[src/rtl/program_loader_pkg.sv]
// Shared definitions for the boot-time program loader: FSM state encoding,
// byte-order constants of the host frame and word-count limits.
package program_loader_pkg;

    typedef enum logic [2:0] {
        ST_IDLE   = 3'd0,
        ST_CNT_LO = 3'd1,
        ST_CNT_HI = 3'd2,
        ST_DAT_LO = 3'd3,
        ST_DAT_HI = 3'd4,
        ST_CHK    = 3'd5,
        ST_DONE   = 3'd6,
        ST_ERR    = 3'd7
    } state_e;

    // Frame fields are little-endian: low byte first, then high byte.
    localparam int BYTE_W  = 8;
    localparam int LO_BYTE = 0;
    localparam int HI_BYTE = 1;

    localparam int DEFAULT_ADDR_W = 10;
    localparam int MAX_WORDS      = 2 ** DEFAULT_ADDR_W;

    // Largest legal word count for a given address width (one full memory).
    function automatic logic [16:0] max_words(input int addr_w);
        return 17'(1) << addr_w;
    endfunction

    // Place two frame bytes into a 16-bit field using the frame byte order.
    function automatic logic [15:0] join_bytes(input logic [BYTE_W-1:0] hi,
                                               input logic [BYTE_W-1:0] lo);
        logic [15:0] w;
        w = '0;
        w[LO_BYTE*BYTE_W +: BYTE_W] = lo;
        w[HI_BYTE*BYTE_W +: BYTE_W] = hi;
        return w;
    endfunction

endpackage

[src/rtl/loader_word_assembler.sv]
// Datapath helper for the loader: low-byte latch, word index counter and the
// running XOR over every accepted frame byte.
module loader_word_assembler
    import program_loader_pkg::*;
#(
    parameter int ADDR_W = 10
) (
    input  logic              clk,
    input  logic              rst,
    input  logic              clr,
    input  logic              acc,
    input  logic              lo_we,
    input  logic              word_inc,
    input  logic [BYTE_W-1:0] byte_data,
    output logic [BYTE_W-1:0] lo_byte,
    output logic [ADDR_W:0]   word_idx,
    output logic [BYTE_W-1:0] xor_sum
);

    localparam logic [ADDR_W:0] IDX_ONE = (ADDR_W+1)'(1);

    logic [BYTE_W-1:0] lo_q;
    logic [ADDR_W:0]   idx_q;
    logic [BYTE_W-1:0] xor_q;

    // Hold the first byte of a little-endian pair until its partner arrives.
    always_ff @(posedge clk) begin
        if (lo_we) begin
            lo_q <= byte_data;
        end
    end

    // Word index (one extra bit so a full memory does not wrap) and checksum.
    always_ff @(posedge clk or negedge rst) begin
        if (!rst) begin
            idx_q <= '0;
            xor_q <= '0;
        end else if (clr) begin
            idx_q <= '0;
            xor_q <= '0;
        end else begin
            if (acc) begin
                xor_q <= xor_q ^ byte_data;
            end
            if (word_inc) begin
                idx_q <= idx_q + IDX_ONE;
            end
        end
    end

    assign lo_byte  = lo_q;
    assign word_idx = idx_q;
    assign xor_sum  = xor_q;

endmodule

[src/rtl/program_loader.sv]
// Boot-time instruction loader: parses a checksummed byte frame from the host,
// writes 16-bit words into instruction memory from address 0 and releases the
// processor from reset only once the image has been verified.
module program_loader
    import program_loader_pkg::*;
#(
    parameter int W      = 16,
    parameter int ADDR_W = 10
) (
    input  logic              clk,
    input  logic              rst,
    input  logic              start,
    input  logic              byte_valid,
    input  logic [7:0]        byte_data,
    output logic              byte_ready,
    output logic              imem_we,
    output logic [ADDR_W-1:0] imem_addr,
    output logic [W-1:0]      imem_wdata,
    output logic              cpu_hold,
    output logic              busy,
    output logic              done,
    output logic              err
);

    localparam logic [ADDR_W:0] IDX_ONE = (ADDR_W+1)'(1);
    localparam logic [16:0]     MAXW    = max_words(ADDR_W);

    state_e            state_q;
    logic [ADDR_W:0]   n_q;
    logic              we_q;
    logic [ADDR_W-1:0] addr_q;
    logic [W-1:0]      wdata_q;
    logic              hold_q, busy_q, done_q, err_q;

    logic              acc, clr, lo_we, word_inc;
    logic [7:0]        lo_byte, xor_sum;
    logic [ADDR_W:0]   word_idx;
    logic [15:0]       field;

    // Ready purely from state so the host sees a stable handshake.
    always_comb begin
        byte_ready = 1'b0;
        case (state_q)
            ST_CNT_LO, ST_CNT_HI, ST_DAT_LO, ST_DAT_HI, ST_CHK: byte_ready = 1'b1;
            default:                                            byte_ready = 1'b0;
        endcase
    end

    assign acc      = byte_valid && byte_ready;
    assign clr      = start && (state_q == ST_IDLE || state_q == ST_DONE || state_q == ST_ERR);
    assign lo_we    = acc && (state_q == ST_CNT_LO || state_q == ST_DAT_LO);
    assign word_inc = acc && (state_q == ST_DAT_HI);
    assign field    = join_bytes(byte_data, lo_byte);

    loader_word_assembler #(.ADDR_W(ADDR_W)) u_asm (
        .clk       (clk),
        .rst       (rst),
        .clr       (clr),
        .acc       (acc),
        .lo_we     (lo_we),
        .word_inc  (word_inc),
        .byte_data (byte_data),
        .lo_byte   (lo_byte),
        .word_idx  (word_idx),
        .xor_sum   (xor_sum)
    );

    // Frame-parsing FSM with all status and memory-port outputs registered.
    always_ff @(posedge clk or negedge rst) begin
        if (!rst) begin
            state_q <= ST_IDLE;
            n_q     <= '0;
            we_q    <= 1'b0;
            addr_q  <= '0;
            wdata_q <= '0;
            hold_q  <= 1'b1;
            busy_q  <= 1'b0;
            done_q  <= 1'b0;
            err_q   <= 1'b0;
        end else begin
            we_q <= 1'b0;
            case (state_q)
                ST_IDLE, ST_DONE, ST_ERR: begin
                    if (start) begin
                        state_q <= ST_CNT_LO;
                        hold_q  <= 1'b1;
                        busy_q  <= 1'b1;
                        done_q  <= 1'b0;
                        err_q   <= 1'b0;
                    end
                end
                ST_CNT_LO: begin
                    if (acc) state_q <= ST_CNT_HI;
                end
                ST_CNT_HI: begin
                    if (acc) begin
                        if ({1'b0, field} > MAXW) begin
                            state_q <= ST_ERR;
                            busy_q  <= 1'b0;
                            err_q   <= 1'b1;
                        end else if (field == 16'd0) begin
                            state_q <= ST_CHK;
                        end else begin
                            state_q <= ST_DAT_LO;
                            n_q     <= field[ADDR_W:0];
                        end
                    end
                end
                ST_DAT_LO: begin
                    if (acc) state_q <= ST_DAT_HI;
                end
                ST_DAT_HI: begin
                    if (acc) begin
                        we_q    <= 1'b1;
                        addr_q  <= word_idx[ADDR_W-1:0];
                        wdata_q <= field;
                        state_q <= (word_idx + IDX_ONE == n_q) ? ST_CHK : ST_DAT_LO;
                    end
                end
                ST_CHK: begin
                    if (acc) begin
                        busy_q <= 1'b0;
                        if (byte_data == xor_sum) begin
                            state_q <= ST_DONE;
                            done_q  <= 1'b1;
                            hold_q  <= 1'b0;
                        end else begin
                            state_q <= ST_ERR;
                            err_q   <= 1'b1;
                        end
                    end
                end
                default: state_q <= ST_IDLE;
            endcase
        end
    end

    assign imem_we    = we_q;
    assign imem_addr  = addr_q;
    assign imem_wdata = wdata_q;
    assign cpu_hold   = hold_q;
    assign busy       = busy_q;
    assign done       = done_q;
    assign err        = err_q;

endmodule
[config.mk]
export PLATFORM = sky130hd
export DESIGN_NAME = program_loader
export DESIGN_NICKNAME = d
export VERILOG_FILES = /design/src/rtl/program_loader_pkg.sv /design/src/rtl/loader_word_assembler.sv /design/src/rtl/program_loader.sv
export SDC_FILE = /design/constraint.sdc
export NUM_CORES = 1
export LEC_CHECK = 0
export CAP_MARGIN = 25
export CORE_MARGIN = 8
export CORE_UTILIZATION = 55
export CTS_BUF_LIST = sky130_fd_sc_hd__clkbuf_8
export DETAILED_ROUTE_END_ITERATION = 10
export GPL_ROUTABILITY_DRIVEN = 0
export PLACE_DENSITY = 0.79
export SYNTH_ARGS = -nofsm -noshare
export SYNTH_HDL_FRONTEND = slang
export SYNTH_HIERARCHICAL = 1
export SYNTH_SLANG_ARGS = --single-unit
[constraint.sdc]
create_clock -name clk -period 5.8 [get_ports clk]
set_input_delay 1.45 -clock clk [delete_from_list [all_inputs] [get_ports clk]]
set_output_delay 1.45 -clock clk [all_outputs]
set_load 0.01 [all_outputs]
==> flow_summary_export.csv <==
group,metric,value,unit
power,power_density,418,nW/um^2
timing,setup_viol,0,
placed_design,hpwl,5310,um
synthesis,synth_flop_cell,"dfrtp_1",
synthesis,yosys-top-cells-area,"dfrtp_1 45%, mux2_2 9.0%, edfxtp_1 6.8%, xnor2_1 5.2%, mux2_4 4.3%",
clock_tree,clkLatencyLatePin,0.35,ns
critical_path,r2r-end,"u_asm/word_idx[7]$_DFFE_PN0P_",
critical_path,cp-startpoint,"byte_data[0]",
clock_tree,path_clk_slew,0.07,ns
power,power_frac_comb,0.321,
clock_tree,ctsResizeCount,0,
critical_path,slowest_delay,0.52,ns
timing,fin_setup_tns,0,ns
synthesis,yosys.area.top_type,"dfrtp_1",
routing,num_vias,2497,
routing,post_drt_wl_per_cell,17.7,um
power,power,0.00178,W
routing,wl,7590,um
critical_path,crit_end,"n_q[0]$_DFFE_PN0P_",
synthesis,async_reset_ff_frac,0.889,
synthesis,synthCells,301,
critical_path,reg2reg_depth,7,
layout,final_cell_mix,"63 x dfrtp_1, 42 x clkdlybuf4s50_1, 28 x mux2_2",
layout,postLayoutCellArea,4250,um^2
critical_path,path_max_fanout,11,
floorplan,coreArea,6280,um^2
critical_path,crit_path_cell_trace,"clkdlybuf4s50_1, nor4_1, a31oi_1, nor3b_2, nand2_1, mux2_4",
synthesis,synth_cell_types,55,
floorplan,initial_core_util,0.561,
timing,slew_viol_final,0,
timing,grt_setup_unrepaired,"false",
synthesis,synth_area,3520,um^2
floorplan,die_h,96.0,um
layout,area_growth,20.7,%
global_route,grt_pass1_wl,12600,um
clock_tree,clockBufferDepth,2,
critical_path,r2r_setup_slack,3.35,ns
layout,final_common_cell,"dfrtp_1",
routing,via_per_inst,5.81,
run,drv_cap,0,
clock_tree,cts_tree,"built",
placed_design,post_dp_cell_area,4020,um^2
critical_path,crit_slowest_cell,"clkdlybuf4s50_1",
timing,setup_slack,2.32,ns
global_route,antenna_found_initial,0,
power,leakage,1.80,nW
critical_path,end_kind,"flip-flop",
synthesis,synth.top_cell.area_share,0.448,
critical_path,worstReg2RegStart,"state_q[2]$_DFFE_PN0P_",
power,ir_drop,288,uV
timing,fin_crit,3.48,ns
min_path,hold_start,"imem_wdata[0]$_DFFE_PN0P_",
floorplan,die_area,9220,um^2
timing,tightest_slew,0.993,ns
synthesis,ys_ff_latch,72,
min_path,min_path_type,"reg -> reg",
routing,drtIter0Drc,216,
global_route,grt_pass1_vias,2570,
floorplan,die_w,96.0,um
critical_path,start_kind,"input port",
power,pwr-share-clk,0.253,
layout,fin_nets,362,
timing,max_freq,288,MHz
layout,drive_above_1_share,0.201,
critical_path,worstPathRequired,6.02,ns
synthesis,synth_enable_flop_cells,8,
run_status,status,"finished clean",
floorplan,row_count,29,
global_route,grt_overflow_total,0,
synthesis,syn_area_per_cell,11.7,um^2
placed_design,dp_slack,1.97,ns
routing,ant_nets,0,
critical_path,crit_arrival,3.70,ns
global_route,grt_usage,0.180,
power,seqPwrFrac,0.426,
layout,antenna_cells,0,
timing,fin_skew,0.0134,ns
power,switching_share,0.321,
synthesis,syn-num-nets,315,
layout,fin_util,0.677,
power,switchingPower,0.000571,W
routing,drc,0,
clock_tree,cts_buffers,9,
placed_design,portBuffers,43,
synthesis,yosysWarnings,6,
floorplan,ios,44,
clock_tree,cts_setup_buffers,0,
timing,finalHoldViolCount,0,
clock_tree,cts-htree-levels,3,
power,p_int,0.00121,W
clock_tree,cts_root_buf,"clkbuf_8",
critical_path,crit_type,"in -> reg",
synthesis,synth-seq-area-share,0.523,
timing,max-slew-margin-rel,0.335,
clock_tree,cts_sinks,72,
global_route,grt_max_degree,65,
clock_tree,cts_hold_repair.buffers,0,
timing,fin_crit_sh,0.599,
routing,firstDrtPassIters,4,
==> worst max-delay path, delay by kind of cell <==
family                 cells  cell delay (ns)
AOI/OAI and AO/OA          1             0.20
buffers and inverters      1             0.52
muxes                      1             0.43
and+or+nand+nor            3             1.08
==> kinds of logic after synthesis <==
family                   count (synthesis)  share of synthesized area
adder cells (fa/ha/maj)                  2                    0.00711
buffers and inverters                   20                     0.0259
XOR/XNOR                                35                     0.0871
AND/OR/NAND/NOR                         92                      0.146
AO/OA/AOI/OAI                           40                     0.0729
multiplexers                            40                      0.138
flip-flops                              72                      0.523
==> sequential cells by signal, indices dropped and copies added (netlist names) <==
signal / count
u_asm/lo_byte: 8
u_asm/xor_sum: 8
n_q: 11
busy: 1
cpu_hold: 1
done: 1
err: 1
state_q: 3
imem_addr: 10
u_asm/word_idx: 11
imem_we: 1
imem_wdata: 16
==> routing by layer <==
layer / routed length (um) / track usage
met1: 3390 / 0.233
met2: 3640 / 0.275
met3: 435 / 0.0382
met4: 133 / 0.0973
met5: 0 / 0
==> power groups by stage <==
stage,sequential (W),clock [W],combinational (W)
finish,0.000757,0.000450,0.000570
CTS,0.000758,0.000460,0.000577
global placement,0.000759,0,0.000559
detailed placement,0.000766,0,0.000571
floorplan,0.000755,0,0.000320
global route,0.000777,0.000482,0.000620
==> through the flow <==
| stage | hold slack, ns | cells |
|---|---|---|
| after global routing | 0.530 | 430 |
| after floorplan | 0.501 | 301 |
| final | 0.504 | 430 |
| after global placement | 0.490 | 414 |
| after CTS | 0.511 | 430 |
| after detailed placement | 0.495 | 414 |
==> layout make-up <==
cell class / count / area (um^2)
sequential: 72 / 1840
clock buffer: 10 / 138
clock inverter: 6 / 90.1
timing repair buffer: 48 / 463
fill: 473 / 2030
multi-input combinational: 209 / 1590
inverter: 8 / 30.0
tap: 77 / 96.3
==> synth_stat cells (all sizes together), types with 2 or more instances <==
library cell,number
edfxtp,8
inv,8
clkbuf,6
or3,4
a21oi,10
and3,2
a311oi,2
nor3,7
nor4b,2
buf,6
or4,3
nor2,21
a21boi,2
xnor2,21
mux2,38
o21ai,9
nand2b,3
dfrtp,63
ha,2
nand3b,2
mux2i,2
and2,2
o31ai,4
xor2,14
a21o,2
nor2b,3
nor3b,4
nor4,2
nand3,6
nand2,20
nand4,10
a31oi,3
==> worst min-delay path by stage <==
stage | endpoint | slack [ns] | depth (start not counted)
finish | imem_wdata[0]$_DFFE_PN0P_ | 0.50 | 1
global route | cpu_hold$_DFFE_PN1P_ | 0.53 | 1
detailed placement | imem_wdata[0]$_DFFE_PN0P_ | 0.49 | 1
CTS | imem_wdata[0]$_DFFE_PN0P_ | 0.51 | 1
floorplan | n_q[10]$_DFFE_PN0P_ | 0.50 | 1
global placement | imem_addr[8]$_DFFE_PN0P_ | 0.49 | 1
Note: power is estimated with default switching activity, not from simulation.
